==> src/rtl/des_pkg.sv <==
// des_pkg: DES index tables, shift schedule, FSM states and bit-order helpers
package des_pkg;
    typedef enum logic [1:0] {ST_IDLE, ST_RUN, ST_DONE} state_e;

    localparam int SHIFTS [16] = '{1, 1, 2, 2, 2, 2, 2, 2, 1, 2, 2, 2, 2, 2, 2, 1};

    localparam int PC1_TAB [56] = '{
        57, 49, 41, 33, 25, 17,  9,  1, 58, 50, 42, 34, 26, 18,
        10,  2, 59, 51, 43, 35, 27, 19, 11,  3, 60, 52, 44, 36,
        63, 55, 47, 39, 31, 23, 15,  7, 62, 54, 46, 38, 30, 22,
        14,  6, 61, 53, 45, 37, 29, 21, 13,  5, 28, 20, 12,  4};

    localparam int PC2_TAB [48] = '{
        14, 17, 11, 24,  1,  5,  3, 28, 15,  6, 21, 10,
        23, 19, 12,  4, 26,  8, 16,  7, 27, 20, 13,  2,
        41, 52, 31, 37, 47, 55, 30, 40, 51, 45, 33, 48,
        44, 49, 39, 56, 34, 53, 46, 42, 50, 36, 29, 32};

    localparam int E_TAB [48] = '{
        32,  1,  2,  3,  4,  5,  4,  5,  6,  7,  8,  9,
         8,  9, 10, 11, 12, 13, 12, 13, 14, 15, 16, 17,
        16, 17, 18, 19, 20, 21, 20, 21, 22, 23, 24, 25,
        24, 25, 26, 27, 28, 29, 28, 29, 30, 31, 32,  1};

    localparam int P_TAB [32] = '{
        16,  7, 20, 21, 29, 12, 28, 17,  1, 15, 23, 26,  5, 18, 31, 10,
         2,  8, 24, 14, 32, 27,  3,  9, 19, 13, 30,  6, 22, 11,  4, 25};

    localparam logic [255:0] SBOX [8] = '{
        256'hE4D12FB83A6C5907_0F74E2D1A6CB9538_41E8D62BFC973A50_FC8249175B3EA06D,
        256'hF18E6B34972DC05A_3D47F28EC01A69B5_0E7BA4D158C6932F_D8A13F42B67C05E9,
        256'hA09E63F51DC7B428_D709346A285ECBF1_D6498F30B12C5AE7_1AD069874FE3B52C,
        256'h7DE3069A1285BC4F_D8B56F03472C1AE9_A690CB7DF13E5284_3F06A1D8945BC72E,
        256'h2C417AB6853FD0E9_EB2C47D150FA3986_421BAD78F9C5630E_B8C71E2D6F09A453,
        256'hC1AF92680D34E75B_AF427C9561DE0B38_9EF528C3704A1DB6_432C95FABE17608D,
        256'h4B2EF08D3C975A61_D0B7491AE35C2F86_14BDC37EAF680592_6BD814A7950FE23C,
        256'hD2846FB1A93E50C7_1FD8A374C56B0E92_7B419CE206ADF358_21E74A8DFC90356B};

    function automatic logic [63:0] des_conv(input logic [63:0] v);
        logic [63:0] o;
        for (int i = 0; i < 64; i++) o[i] = v[63 - i];
        return o;
    endfunction

    function automatic logic [55:0] pc1(input logic [63:0] k);
        logic [55:0] o;
        for (int i = 0; i < 56; i++) o[i] = k[6'(PC1_TAB[i] - 1)];
        return o;
    endfunction

    function automatic logic [47:0] pc2(input logic [55:0] cd);
        logic [47:0] o;
        for (int i = 0; i < 48; i++) o[i] = cd[6'(PC2_TAB[i] - 1)];
        return o;
    endfunction

    function automatic logic [27:0] rot28(input logic [27:0] v, input logic [1:0] s, input logic right);
        logic [55:0] w;
        w = right ? {v, v} << s : {v, v} >> s;
        return right ? w[55:28] : w[27:0];
    endfunction
endpackage

==> src/rtl/des_f_function.sv <==
// des_f_function: combinational DES round function (E, key mix, S1-S8, P)
module des_f_function
    import des_pkg::*;
(
    input  logic [31:0] i_r,
    input  logic [47:0] i_k,
    output logic [31:0] o_f
);
    logic [47:0] x;
    logic [31:0] s;

    always_comb begin
        for (int i = 0; i < 48; i++) x[i] = i_r[5'(E_TAB[i] - 1)] ^ i_k[i];
    end

    for (genvar j = 0; j < 8; j++) begin : g_sbox
        logic [5:0] idx;
        logic [3:0] nib;
        assign idx = {x[6*j], x[6*j+5], x[6*j+1], x[6*j+2], x[6*j+3], x[6*j+4]};
        assign nib = 4'(SBOX[j] >> {~idx, 2'b00});
        assign s[4*j +: 4] = {nib[0], nib[1], nib[2], nib[3]};
    end

    always_comb begin
        for (int i = 0; i < 32; i++) o_f[i] = s[5'(P_TAB[i] - 1)];
    end
endmodule

==> src/rtl/des_round_engine.sv <==
// des_round_engine: iterative 16-round DES Feistel core with on-the-fly key schedule
module des_round_engine
    import des_pkg::*;
#(
    parameter int NUM_ROUNDS = 16
) (
    input  logic        i_clk,
    input  logic        i_rst,
    input  logic        i_start,
    input  logic        i_decrypt,
    input  logic [63:0] i_key,
    input  logic [63:0] i_permuted_text,
    output logic        o_busy,
    output logic        o_done,
    output logic [63:0] o_preoutput
);
    state_e      state_q, state_d;
    logic [31:0] l_q, l_d, r_q, r_d, f_out;
    logic [27:0] c_q, c_d, d_q, d_d, c_rot, d_rot;
    logic [4:0]  round_q, round_d;
    logic        dec_q, dec_d;
    logic [63:0] pre_q, pre_d;
    logic [47:0] subkey;
    logic [3:0]  sh_idx;
    logic [1:0]  sh;

    always_comb begin
        sh_idx = dec_q ? 4'(5'd17 - round_q) : 4'(round_q - 5'd1);
        sh = (dec_q && round_q == 5'd1) ? 2'd0 : 2'(SHIFTS[sh_idx]);
        c_rot = rot28(c_q, sh, dec_q);
        d_rot = rot28(d_q, sh, dec_q);
        subkey = pc2({d_rot, c_rot});
    end

    des_f_function u_f (
        .i_r(r_q),
        .i_k(subkey),
        .o_f(f_out)
    );

    always_comb begin
        state_d = state_q;
        l_d = l_q;
        r_d = r_q;
        c_d = c_q;
        d_d = d_q;
        round_d = round_q;
        dec_d = dec_q;
        pre_d = pre_q;
        if (i_start && state_q != ST_RUN) begin
            state_d = ST_RUN;
            l_d = i_permuted_text[31:0];
            r_d = i_permuted_text[63:32];
            {d_d, c_d} = pc1(i_key);
            round_d = 5'd1;
            dec_d = i_decrypt;
        end else if (state_q == ST_RUN) begin
            l_d = r_q;
            r_d = l_q ^ f_out;
            c_d = c_rot;
            d_d = d_rot;
            round_d = round_q + 5'd1;
            if (round_q == 5'(NUM_ROUNDS)) begin
                state_d = ST_DONE;
                pre_d = {r_q, l_q ^ f_out};
            end
        end else if (state_q == ST_DONE) begin
            state_d = ST_IDLE;
        end
    end

    always_ff @(posedge i_clk) begin
        if (i_rst) begin
            state_q <= ST_IDLE;
            l_q <= '0;
            r_q <= '0;
            c_q <= '0;
            d_q <= '0;
            round_q <= '0;
            dec_q <= 1'b0;
            pre_q <= '0;
        end else begin
            state_q <= state_d;
            l_q <= l_d;
            r_q <= r_d;
            c_q <= c_d;
            d_q <= d_d;
            round_q <= round_d;
            dec_q <= dec_d;
            pre_q <= pre_d;
        end
    end

    assign o_busy = state_q == ST_RUN;
    assign o_done = state_q == ST_DONE;
    assign o_preoutput = pre_q;
endmodule

==> config.mk <==
export PLATFORM = sky130hd
export DESIGN_NAME = des_round_engine
export DESIGN_NICKNAME = d
export VERILOG_FILES = /design/src/rtl/des_pkg.sv /design/src/rtl/des_f_function.sv /design/src/rtl/des_round_engine.sv
export SDC_FILE = /design/constraint.sdc
export NUM_CORES = 1
export LEC_CHECK = 0
export BUFFER_PORTS_ARGS = -buffer_cell sky130_fd_sc_hd__buf_4
export CAP_MARGIN = 20
export CORE_ASPECT_RATIO = 1.4
export CORE_UTILIZATION = 56
export DETAILED_ROUTE_END_ITERATION = 12
export PLACE_DENSITY_LB_ADDON = 0.08
export SKIP_LAST_GASP = 1
export SYNTH_ARGS = -nofsm -noshare
export SYNTH_HDL_FRONTEND = slang
export SYNTH_HIERARCHICAL = 1
export SYNTH_SLANG_ARGS = --single-unit
==> constraint.sdc <==
create_clock -name i_clk -period 11.85 [get_ports i_clk]
set_input_delay 1.7775 -clock i_clk [delete_from_list [all_inputs] [get_ports i_clk]]
set_output_delay 1.7775 -clock i_clk [all_outputs]
set_load 0.1 [all_outputs]
==> results of run 1 <==
[flip-flops by register name, indices dropped and copies added, names as in the netlist, named ones only]
signal,flops
o_preoutput,64
l_q,32
r_q,32
c_q,27
round_q,5
state_q,2
dec_q,1
[cell usage in the layout (no fill, tap or decap), types with 8 or more instances in the layout]
cell type / instances
nand2_1: 160
dfxtp_1: 164
o21a_1: 9
o221ai_1: 12
nand3_1: 20
xor2_1: 18
a21o_1: 8
o22ai_1: 11
nor2_1: 151
clkbuf_16: 17
o211ai_1: 19
a211oi_1: 108
buf_4: 160
xnor2_1: 54
a31oi_1: 17
nor3_1: 27
o21ai_0: 40
a21oi_1: 104
inv_1: 18
nor2b_1: 35
mux2i_1: 60
conb_1: 16
or3_1: 10
ha_1: 39
[worst reg2reg max path: stages, from the launching register on]
cell      delay [ns]
dfxtp_1         0.76
inv_1           0.27
ha_1            0.30
xor2_2          0.18
mux2i_4         0.38
o31ai_1         0.26
o21ai_1         0.60
buf_4           0.33
nor3_1          0.06
o32ai_1         0.78
xnor2_1         0.40
inv_1           0.24
ha_1            0.29
o211a_1         0.23
o31ai_1         0.67
xnor2_1         0.18
a211oi_1        0.28
[final cells by class]
class / count / area [sq um] / area share
multi-input cells: 1038 / 6820 / 0.555
flip-flops and latches: 164 / 3280 / 0.267
repair buffers: 160 / 1200 / 0.0978
clock buffers: 17 / 425 / 0.0346
well taps: 244 / 305 / 0.0249
clock inverters: 15 / 160 / 0.0130
inverters: 24 / 90.1 / 0.00734
[where the power goes]
group          switching (uW)  internal (uW)  total (uW)
clock network             267            283         550
logic                     493            320         813
registers                48.8            584         633
[per-layer routing]
layer  track usage  wire length, um
met4         0.157             1470
met1         0.390            12700
met3        0.0481             1850
met5             0                0
met2         0.539            15100
[metrics by stage]
stage	cell area, sq um	power, uW	std cells	hold slack, ns	worst slack (ns)
2_1_floorplan	10900	1270	1369	0.440	7.10
3_3_place_gp	11700	1430	1627	0.443	5.77
3_5_place_dp	11700	1440	1627	0.448	5.72
4_1_cts	12300	1990	1659	0.458	5.65
5_1_grt	12300	2110	1662	0.467	5.23
6_report	12300	2000	1662	0.456	5.54
[path summary, 6_finish.rpt]
check | startpoint | endpoint | slack, ns | cells past startpoint
max | round_q[0]$_SDFFE_PP0P_ | r_q[25]$_SDFFE_PP0P_ | 5.54 | 16
max reg2reg | round_q[0]$_SDFFE_PP0P_ | r_q[25]$_SDFFE_PP0P_ | 5.54 | 16
min reg2reg | o_preoutput[32]$_SDFFE_PP0P_ | o_preoutput[32]$_SDFFE_PP0P_ | 0.46 | 2
min | o_preoutput[32]$_SDFFE_PP0P_ | o_preoutput[32]$_SDFFE_PP0P_ | 0.46 | 2
==> run_results.csv, run 1 <==
group,metric,value,unit
outcome,outcome,"finished clean",
critical_path,path_cells,"inv_1 -> ha_1 -> xor2_2 -> mux2i_4 -> o31ai_1 -> o21ai_1 -> buf_4 -> nor3_1 -> o32ai_1 -> xnor2_1 -> inv_1 -> ha_1 -> o211a_1 -> o31ai_1 -> xnor2_1 -> a211oi_1",
sta,finalClockSkew,0.0102,ns
drt,ant_nets,0,
global_route,grt_pass1_vias,9630,
critical_path,critical_path_class,"register to register",
drt,avgRoutedWirePerCell,18.7,um
sta,hold_viol,0,
synthesis,syn_area,10800,sq um
floorplanning,initial_utilization,0.576,
power,power.leakage,0.00483,uW
sta,report.final.slew_viol_count,0,
min_path,holdCritPathClass,"register to register",
drt,finalWirelength,31.1,mm
cts,numCtsBuffers,17,
sta,worstMarginPinSlew,1.05,ns
sta,fin_crit,6.31,ns
critical_path,cp_data_arrival_time,6.64,ns
sta,rsz0062_at_grt,"false",
sta,finalSetupTns,0,ns
drt,via_per_inst,6.03,
drt,drc,0,
cts,clk_pin_slew,0.07,ns
floorplanning,num_rows,59,
finish,num-nets-final,1577,
global_route,grt_max_degree,102,
cts,htree_levels,4,
global_route,antenna_found_initial,0,
global_route,grt_usage,0.318,
floorplanning,die_y,166,um
finish,fillers,1678,
cts,cts_hold_buf,0,
place,io_buffer_count,145,
sta,relSlewSlack,0.301,
critical_path,critPathMaxFanout,15,
drt,vias,10000,
cts,cts.repair.resized,0,
floorplanning,die-area,19800,sq um
sta,fin_crit_sh,0.532,
global_route,overflow,0,
critical_path,crit_path_start_kind,"register",
drt,drt_first_pass_iters,5,
finish,n_antenna_cell,0,
power,power_density,163,nW/um^2
critical_path,critical_path.top_delay_family,"compound AO/OA/AOI/OAI gates",
finish,final_core_util,0.655,
finish,area_growth,13.8,%
synthesis,synthCells,1354,
run,maxCapViolCount,0,
place,dp.final_hpwl,21.7,mm
sta,setup_violations,0,
floorplanning,coreArea,18800,sq um
cts,cts_tree,"built",
floorplanning,num_io_pins,198,
drt,drtIter0Drc,734,
cts,clock_latency,0.43,ns
power,irDropWorstVdd,0.000105,V
critical_path,endpoint_kind,"register",
sta,max_freq,0.159,GHz
critical_path,path_buf_inv,3,
synthesis,syn_avg_cell_area,7.97,sq um
cts,cts.path.max_buffers,2,
critical_path,crit_slowest_cell,"o32ai_1",
cts,ctsRootBufferMaster,"clkbuf_16",
global_route,grt_pass1_wl,50.5,mm
critical_path,slowest_delay,0.78,ns
place,gp_congestion,0.934,
critical_path,required,12.18,ns
synthesis,yosys_warnings,6,
cts,postCtsSetupBuffers,0,
floorplanning,die_w,119,um
cts,cts.sinks,164,
finish,post_route_cells_drive_above_1_share,0.164,
Power figures use the tool's default switching activity.
==> run 2, diff against run 1 <==
CORE_UTILIZATION = 53   (was 56)
clock period = 5.1 ns   (was 11.85 ns; I/O delays follow)
==> run_results.csv, run 2 (synthesized netlist as in run 1, its figures left out) <==
group,metric,value,unit
outcome,outcome,"finished clean",
floorplanning,num_io_pins,198,
global_route,grt_pass1_wl,49.6,mm
finish,largest_reg_flops,64,
floorplanning,coreArea,19900,sq um
drt,drtIter0Drc,876,
place,gp_congestion,0.994,
global_route,antenna_found_initial,0,
power,power.leakage,0.00500,uW
run,maxCapViolCount,0,
global_route,overflow,0,
cts,numCtsBuffers,17,
power,comb_power_share,0.419,
critical_path,crit_path_start_kind,"register",
finish,num-nets-final,1609,
cts,cts.path.max_buffers,2,
sta,report.final.slew_viol_count,0,
cts,ctsRootBufferMaster,"clkbuf_16",
global_route,grt_pass1_vias,9281,
power,switching_share,0.407,
finish,area_growth,16.7,%
finish,multiInputGateArea,6830,sq um
power,p_switching,1970,uW
floorplanning,die_y,171,um
cts,cts_tree,"built",
drt,avgRoutedWirePerCell,18.9,um
sta,max_freq,0.211,GHz
cts,cts.sinks,164,
floorplanning,die_w,123,um
critical_path,slowest_delay,0.55,ns
global_route,grt_max_degree,114,
power,irDropWorstVdd,0.000250,V
place,dp_slack,0.306,ns
drt,finalWirelength,32.1,mm
finish,final_common_cell,"buf_4",
power,intPower,2870,uW
drt,via_per_inst,5.96,
critical_path,critical_path.top_delay_family,"compound AO/OA/AOI/OAI gates",
critical_path,path_buf_inv,2,
sta,worst_slack,0.364,ns
finish,fillers,1830,
global_route,grt_usage,0.307,
sta,worstMarginPinSlew,1.09,ns
sta,finalClockSkew,0.0155,ns
place,io_buffer_count,145,
critical_path,cp_data_arrival_time,5.08,ns
power,power_density,384,nW/um^2
sta,finalSetupTns,0,ns
drt,ant_nets,0,
min_path,holdCritPathClass,"register to register",
floorplanning,die-area,21000,sq um
power,sequentialPowerShare,0.304,
critical_path,rr_worst_depth,16,
sta,fin_crit_sh,0.929,
sta,relSlewSlack,0.276,
finish,regArea,3280,sq um
finish,post_route_cells_drive_above_1_share,0.186,
sta,rsz0062_at_grt,"false",
place,dp.final_hpwl,22.7,mm
drt,vias,10100,
critical_path,critPathMaxFanout,16,
drt,drt_first_pass_iters,5,
finish,layout_common_cells,"buf_4, dfxtp_1, nand2_1",
drt,drc,0,
finish,n_antenna_cell,0,
critical_path,endpoint_kind,"register",
min_path,whs_path_depth,2,
sta,setup_violations,0,
critical_path,critical_path_class,"register to register",
critical_path,path_depth,16,
power,power_frac_clock,0.277,
critical_path,required,5.45,ns
cts,clk_pin_slew,0.08,ns
critical_path,path_cells,"inv_1 -> ha_1 -> nor3b_4 -> o21a_1 -> or3_1 -> a31oi_4 -> buf_12 -> mux2i_1 -> o22ai_1 -> xor2_4 -> mux4_2 -> nor2_1 -> a211oi_1 -> a21o_1 -> xnor2_1 -> a211oi_1",
sta,fin_crit,4.74,ns
cts,htree_levels,4,
sta,hold_viol,0,
critical_path,crit_top_cell,"a211oi_1",
cts,clock_latency,0.45,ns
critical_path,crit_slowest_cell,"mux4_2",
floorplanning,num_rows,61,
floorplanning,initial_utilization,0.542,
## run 2: stage by stage
stage,total power (uW),hold WS (ns),std cells,util,instance area (sq um)
finish,4830,0.454,1702,0.632,12600
floorplan,2960,0.440,1369,-,10900
CTS,4820,0.457,1702,0.631,12600
global route,5100,0.473,1702,0.632,12600
global placement,3450,0.443,1669,0.599,11900
detailed placement,3490,0.447,1670,0.600,11900
## run 2: final cells by class
cell class / count / share of cell area
clock buffer: 17 / 0.0338
clock inverter: 15 / 0.0154
inverter: 24 / 0.00715
multi-input combinational: 1038 / 0.542
sequential: 164 / 0.261
tap: 252 / 0.0250
timing repair buffer: 192 / 0.115
## run 2: repair_timing
| item | 4_1_cts | 5_1_grt |
|---|---|---|
| setup endpoints to repair | 0 | 5 |
| hold endpoints to repair | 0 | 0 |
| gates resized for setup | 0 | 6 |
| buffers inserted | 0 | 0 |
| hold buffers | 0 | 0 |
## run 2: power groups by stage
| stage | Clock, uW | Sequential (uW) | Combinational (uW) |
|---|---|---|---|
| 2_1_floorplan | 0 | 1450 | 1510 |
| 3_3_place_gp | 0 | 1490 | 1960 |
| 3_5_place_dp | 0 | 1500 | 1990 |
| 4_1_cts | 1360 | 1470 | 2000 |
| 5_1_grt | 1410 | 1480 | 2210 |
| 6_report | 1340 | 1470 | 2020 |
## run 2: worst paths after layout
path                                startpoint                      endpoint  slack [ns]
hold / removal    o_preoutput[52]$_SDFFE_PP0P_  o_preoutput[52]$_SDFFE_PP0P_        0.45
setup / recovery       round_q[1]$_SDFFE_PP0P_          r_q[17]$_SDFFE_PP0P_        0.36
hold reg to reg   o_preoutput[52]$_SDFFE_PP0P_  o_preoutput[52]$_SDFFE_PP0P_        0.45
setup reg to reg       round_q[1]$_SDFFE_PP0P_          r_q[17]$_SDFFE_PP0P_        0.36
## run 2: routing by layer
layer	vias to the layer above	wire [um]	GRT usage	part of all wire
met3	92	1840	0.0487	0.057
met2	390	15300	0.506	0.48
met4	0	1620	0.179	0.050
met1	4686	13300	0.375	0.41
met5	-	0	0	0
li1	4976	-	-	-
## run 2: tightest hold or removal path, stage by stage (launching register included)
cell	delay, ns
dfxtp_1	0.31
nand2_1	0.05
a21oi_1	0.05
